$ cat src/rtl/decode_stage.sv
// decode_stage: IF/ID register, 32x32 register file with write-through bypass,
// field/immediate/jump decode and load-use hazard detection.
module decode_stage (
    input  logic        clock,
    input  logic        reset,
    input  logic [31:0] instr_if,
    input  logic [31:0] pc4_if,
    input  logic        flush,
    input  logic        wb_we,
    input  logic [4:0]  wb_addr,
    input  logic [31:0] wb_data,
    input  logic        ex_mem_rd,
    input  logic [4:0]  ex_rd,
    output logic        stall,
    output logic        id_valid,
    output logic [31:0] id_pc4,
    output logic [5:0]  id_opcode,
    output logic [4:0]  id_rs,
    output logic [4:0]  id_rt,
    output logic [4:0]  id_rd,
    output logic [5:0]  id_funct,
    output logic [31:0] id_imm,
    output logic [31:0] id_jump,
    output logic [31:0] rs_data,
    output logic [31:0] rt_data,
    output logic        id_mem_rd
);
    logic [31:0] ir;
    logic [31:0] pc4;
    logic        v;
    logic [31:0] regs [32];
    logic        zext;

    always_ff @(posedge clock or negedge reset) begin
        if (!reset) begin
            ir  <= '0;
            pc4 <= '0;
            v   <= 1'b0;
        end else if (flush) begin
            ir  <= '0;
            pc4 <= '0;
            v   <= 1'b0;
        end else if (!stall) begin
            ir  <= instr_if;
            pc4 <= pc4_if;
            v   <= 1'b1;
        end
    end

    always_ff @(posedge clock or negedge reset) begin
        if (!reset) begin
            for (int i = 0; i < 32; i++) regs[i] <= '0;
        end else if (wb_we && wb_addr != 5'd0) begin
            regs[wb_addr] <= wb_data;
        end
    end

    assign id_opcode = ir[31:26];
    assign id_rs     = ir[25:21];
    assign id_rt     = ir[20:16];
    assign id_rd     = ir[15:11];
    assign id_funct  = ir[5:0];
    assign id_pc4    = pc4;
    assign id_mem_rd = id_opcode == 6'h23;
    assign id_jump   = {pc4[31:28], ir[25:0], 2'b00};

    // ANDI/ORI/XORI take a zero-extended immediate, everything else sign-extends
    assign zext   = id_opcode == 6'h0C || id_opcode == 6'h0D || id_opcode == 6'h0E;
    assign id_imm = zext ? {16'h0000, ir[15:0]} : {{16{ir[15]}}, ir[15:0]};

    // A matching nonzero write-back address implies the bypass must win over the array
    assign rs_data = id_rs == 5'd0 ? 32'd0 : (wb_we && wb_addr == id_rs) ? wb_data : regs[id_rs];
    assign rt_data = id_rt == 5'd0 ? 32'd0 : (wb_we && wb_addr == id_rt) ? wb_data : regs[id_rt];

    assign stall    = v & ex_mem_rd & (ex_rd != 5'd0) & ((ex_rd == id_rs) | (ex_rd == id_rt));
    assign id_valid = v & ~stall;
endmodule

$ cat config.mk
export PLATFORM = sky130hd
export DESIGN_NAME = decode_stage
export DESIGN_NICKNAME = d
export VERILOG_FILES = /design/src/rtl/decode_stage.sv
export SDC_FILE = /design/constraint.sdc
export NUM_CORES = 2
export LEC_CHECK = 0
export CAP_MARGIN = 20
export CORE_MARGIN = 5
export CORE_UTILIZATION = 50
export CTS_BUF_LIST = sky130_fd_sc_hd__clkbuf_16
export DETAILED_ROUTE_END_ITERATION = 12
export PLACE_DENSITY_LB_ADDON = 0.05
export SETUP_SLACK_MARGIN = 0.15
export SLEW_MARGIN = 20
export SYNTH_ARGS = -nofsm -noshare
export SYNTH_HDL_FRONTEND = slang
export SYNTH_SLANG_ARGS = --single-unit
$ cat constraint.sdc
create_clock -name clock -period 2.95 [get_ports clock]
set_clock_uncertainty 0.15 [all_clocks]
set_input_delay 0.4425 -clock clock [delete_from_list [all_inputs] [get_ports clock]]
set_output_delay 0.4425 -clock clock [all_outputs]
set_load 0.02 [all_outputs]
Word-level counts from Yosys, hierarchy flattened

Cells that the tools add are included.

Output and inout port bits: 190
Logic and storage cells: 87
Input port bits: 111
Bits in registers: 1089

Magnitude comparators: 4
Reductions and logical operators: 10
Equal/unequal tests: 9
Bitwise gates (word level): 9
Multiplexer cells: 20

Operators by type and width:

| cell                 | number |
|---|---|
| $bwmux W1024         | 1 |
| $mux W32             | 14 |
| $bmux W32 S5         | 2 |
| $demux W32 S5        | 1 |
| $eq A5 B5 Y1         | 4 |
| $eq A6 B4 Y1 const B | 3 |
| $ge A6 B6 Y1 const B | 3 |
| $not A5 Y6           | 3 |
| $logic_not A5 Y1     | 2 |
| $reduce_bool A5 Y1   | 2 |
| $eq A6 B6 Y1 const B | 1 |
| $lt A6 B1 Y1 const B | 1 |
| $and A1 B1 Y1        | 4 |
| $logic_and A1 B1 Y1  | 4 |
| $logic_or A1 B1 Y1   | 2 |
| $mux W1              | 2 |
| $ne A2 B2 Y1 const B | 1 |
| $not A1 Y1           | 1 |
| $or A1 B1 Y1         | 1 |

Depth between registers and ports, before layout

Depth after elaboration: 6
Depth in mapped cells: 9
Depth with buffers taken out: 5

Worst setup path after synthesis

Ideal clock, no wire load.

Path kind: register to output
Start: register ir[21]
End: output port rs_data[10]
Path slack: 0.193 ns
Path buffers: 4
Data arrival time: 2.165 ns
Stages on the path, launching flop included: 10
Path through: dfrtp_1 buf_2 buf_6 buf_4 buf_2 mux2i_1 o22ai_1 a211oi_1 nand2_1 a32o_1

Word-level cells in the longest chain between the ends: 6
Elaborated cells between the ends (all ways): 9
Those cells by class: eq/ne: 1; mux: 5; bitwise: 1; reduce/logical: 2

RTL lines:

| element                                     | line | text |
|---|---|---|
| start, declared                             | 28   | `logic [31:0] ir;` |
| start signal, assigned                      | 44   | `ir <= instr_if;` |
| $not A5 Y6 (not written as such)            | 72   | `assign rs_data = id_rs == 5'd0 ? 32'd0 : (wb_we && wb_addr == id_rs) ? wb_data : regs[id_rs];` |
| $bmux W32 S5                                | 72   |  |
| $mux W32 (not written as such) (2 in a row) | 72   |  |
| $mux W32                                    | 72   |  |
| $mux W32 *                                  | 72   |  |
| end, declared                               | 24   | `output logic [31:0] rs_data,` |

Every way passes the cells marked *; elsewhere a longest branch is shown, timed or not. The select of a mux whose other input is x is not followed.

Worst setup path in the final report

Start: register ir[16]
End: output port rt_data[15]

Word-level cells in the longest chain between the ends: 6
Elaborated cells between the ends (all ways): 9
Those cells by class: eq/ne: 1; mux: 5; bitwise: 1; reduce/logical: 2

RTL lines:

| element                                     | line | text |
|---|---|---|
| $not A5 Y6 (not written as such)            | 73   | `assign rt_data = id_rt == 5'd0 ? 32'd0 : (wb_we && wb_addr == id_rt) ? wb_data : regs[id_rt];` |
| $bmux W32 S5                                | 73   |  |
| $mux W32 (not written as such) (2 in a row) | 73   |  |
| $mux W32                                    | 73   |  |
| $mux W32 *                                  | 73   |  |
| end, declared                               | 25   | `output logic [31:0] rt_data,` |

Marked as above.

==> results.sh <==
export IMPL_initial_core_util_pct=50.2
export IMPL_cts_path_max_buffers=3
export IMPL_r2r_setup_slack_ns=-0.50
export IMPL_p_per_area_nw_per_um2=602
export IMPL_max_slew_worst_pin_slew_ns=0.812
export IMPL_synth_edf_count=0
export IMPL_post_route_period_util_pct=134
export IMPL_fin_crit_ns=3.96
export IMPL_clock_root_buffer="clkbuf_16"
export IMPL_place_area_um2=67200
export IMPL_area_delta_synth_final_pct=29.1
export IMPL_power_switching_uw=13400
export IMPL_grt_start_max_net_pins=97
export IMPL_synth_distinct_cells=56
export IMPL_num_rows=125
export IMPL_core_area_um2=116000
export IMPL_crit_start="ir[16]"
export IMPL_power_frac_clock_pct=31.7
export IMPL_grt_use_total_pct=35.0
export IMPL_critPathRequiredTime_ns=2.36
export IMPL_dp_hpwl_mm=143
export IMPL_layout_setup_ws_ns=-1.01
export IMPL_cts_max_level=3
export IMPL_place_congestion=0.861
export IMPL_cp_arrival_ns=3.37
export IMPL_reg2reg_depth=22
export IMPL_die_height_um=351
export IMPL_critPathMaxFanout=6
export IMPL_slew_headroom_pct=45.9
export IMPL_p_leak_uw=0.0319
export IMPL_grt_pass1_vias=42960
export IMPL_fillers=8714
export IMPL_status="complete, but fails checks"
export IMPL_via_per_inst=6.66
export IMPL_final_cells=6422
export IMPL_regArea_um2=27300
export IMPL_postSynthAreaPerCell_um2=14.0
export IMPL_cts_tree="built"
export IMPL_setup_violations=131
export IMPL_fin_total_pwr_uw=45300
export IMPL_portBuffers=298
export IMPL_syn_area_um2=58300
export IMPL_layout_common_cells="dfrtp_1, mux2_2, buf_4"
export IMPL_finalHoldViolCount=0
export IMPL_setup_worst_path_end_class="primary output"
export IMPL_final_common_cell="dfrtp_1"
export IMPL_r2r_start="ir[21]"
export IMPL_ir_drop_v=0.000533
export IMPL_cts_buffers=120
export IMPL_setup_tns_ns=-81.68
export IMPL_clock_sinks=1089
export IMPL_die_w_um=351
export IMPL_nets=4911
export IMPL_drtIter0Drc=4231
export IMPL_hold_class="input port to async pin"
export IMPL_vias=42746
export IMPL_wl_mm=221
export IMPL_final_area_um2=75200
export IMPL_rr_endpoint="id_pc4[17]"
export IMPL_pwr_share_seq_pct=43.6
export IMPL_io_pins=301
export IMPL_clk_latency_ns=0.73
export IMPL_ant_nets=0
export IMPL_syn_inst=4159
export IMPL_drive_above_1_share_pct=56.3
export IMPL_multi_input_area_um2=30300
export IMPL_yosys_most_used_dff="dfrtp_1"
export IMPL_p_comb_share_pct=24.6
export IMPL_violations="negative setup slack"
export IMPL_max_freq_mhz=252
export IMPL_grt_pass1_wl_mm=313
export IMPL_synth_async_sr_flop_share_pct=100
export IMPL_clkTransAtPathRegs_ns=0.06
export IMPL_yosysSeqAreaShare_pct=46.8
export IMPL_ys_warn_count=0
export IMPL_slew_viol_final=0
export IMPL_critPathLaunchType="flop"
export IMPL_drcViolationCount=0
export IMPL_crit_type="flop to primary output"
export IMPL_place_inst=6029
export IMPL_antenna_found_initial=7
export IMPL_synth_seq_cells=1089
export IMPL_p_int_uw=31900
export IMPL_grt_ovfl_total=0
export IMPL_wire_per_inst_um=34.4
export IMPL_die_area_um2=123000
export IMPL_first_pass_iters=6
export IMPL_rsz0062_at_grt="true"
export IMPL_maxCapViolations=0
export IMPL_switching_share_pct=29.5
-- stage by stage --
step | hold slack (ns) | utilization [%] | setup WS (ns)
CTS | 0.0872 | 63.2 | -0.995
finish | 0.113 | 64.8 | -1.01
global route | 0.111 | 64.8 | -1.08
global placement | 0.227 | 57.9 | -0.776
detailed placement | 0.234 | 57.9 | -0.791
floorplan | -0.00309 | - | 0.193
-- power groups by stage --
stage,clock network (uW),logic [uW],registers (uW)
2_1_floorplan,0,6610,19200
3_3_place_gp,0,9950,19800
3_5_place_dp,0,10100,19900
4_1_cts,14500,10700,19600
5_1_grt,15100,11800,20100
6_report,14400,11200,19800
-- routing by layer --
metal | vias up | track usage (%) | share of wire [%]
met5 | - | 0 | 0
met4 | 0 | 13.4 | 4.6
met3 | 497 | 7.87 | 8.3
met2 | 2011 | 53.9 | 46
met1 | 22984 | 49.1 | 41
li1 | 17254 | - | -
-- cells in the mapped netlist (14+ instances only) --
library cell / count / area (um2)
buf_6: 16 / 180
buf_1: 61 / 229
a221oi_1: 25 / 219
nor2_1: 28 / 105
mux2i_1: 323 / 3230
o22ai_1: 32 / 200
mux2_2: 992 / 11200
a32o_1: 32 / 320
o21ai_0: 114 / 571
buf_2: 115 / 576
clkbuf_1: 249 / 935
dfrtp_1: 1089 / 27300
a22oi_1: 106 / 796
o221ai_1: 33 / 289
nand3_1: 84 / 420
mux4_2: 384 / 8650
o211ai_1: 19 / 143
buf_4: 83 / 623
a21oi_1: 127 / 636
nand2_1: 73 / 274
xnor2_1: 14 / 123
a211oi_1: 33 / 248
-- layout make-up --
class	instances	area share (%)
repair buffers	1051	16.1
flip-flops and latches	1089	36.3
clock buffers	121	4.02
clock inverters	96	0.825
multi-input cells	2535	40.2
well taps	1524	2.53
diodes	3	0.00998
inverters	3	0.0150
-- critical path, stage by stage (launching register included) --
cell and delay [ns]:
dfrtp_4 0.51, buf_12 0.15, buf_12 0.13, buf_16 0.15
buf_12 0.15, buf_12 0.14, buf_4 0.13, mux4_2 0.40
a22oi_1 0.15, nand2_1 0.09, a221o_2 0.45, buf_6 0.17
-- how the worst max path moves through the flow --
| stage | endpoint | slack, ns | cells after the start |
|---|---|---|---|
| 2_1_floorplan | rs_data[10] | 0.19 | 9 |
| 3_3_place_gp | rt_data[13] | -0.78 | 7 |
| 3_5_place_dp | rt_data[14] | -0.79 | 10 |
| 4_1_cts | rt_data[9] | -0.99 | 13 |
| 5_1_grt | rt_data[9] | -1.08 | 13 |
| 6_report | rt_data[15] | -1.01 | 11 |
-- flip-flops by register name, summed over array words and instances (netlist names) --
name / flops
regs: 1024
ir: 32
v: 1
id_pc4: 32
-- kinds of logic after synthesis --
logic type / Yosys count / synth area share (%)
buffers and inverters: 536 / 4.65
AND/OR/NAND/NOR: 235 / 2.00
XOR/XNOR: 20 / 0.301
other: 1 / 0.00644
multiplexers: 1699 / 39.6
AO/OA/AOI/OAI: 579 / 6.72
flip-flops: 1089 / 46.8
-- timing repair --
item / CTS / global route
setup buffers: 112 / 34
pin swaps: 104 / 171
gates resized for setup: 565 / 313
setup endpoints to repair: 95 / 136
gates cloned: 11 / 14
endpoints found under the hold margin: 296 / 0
hold buffers: 2 / 0
Power figures use the tool's default switching activity.
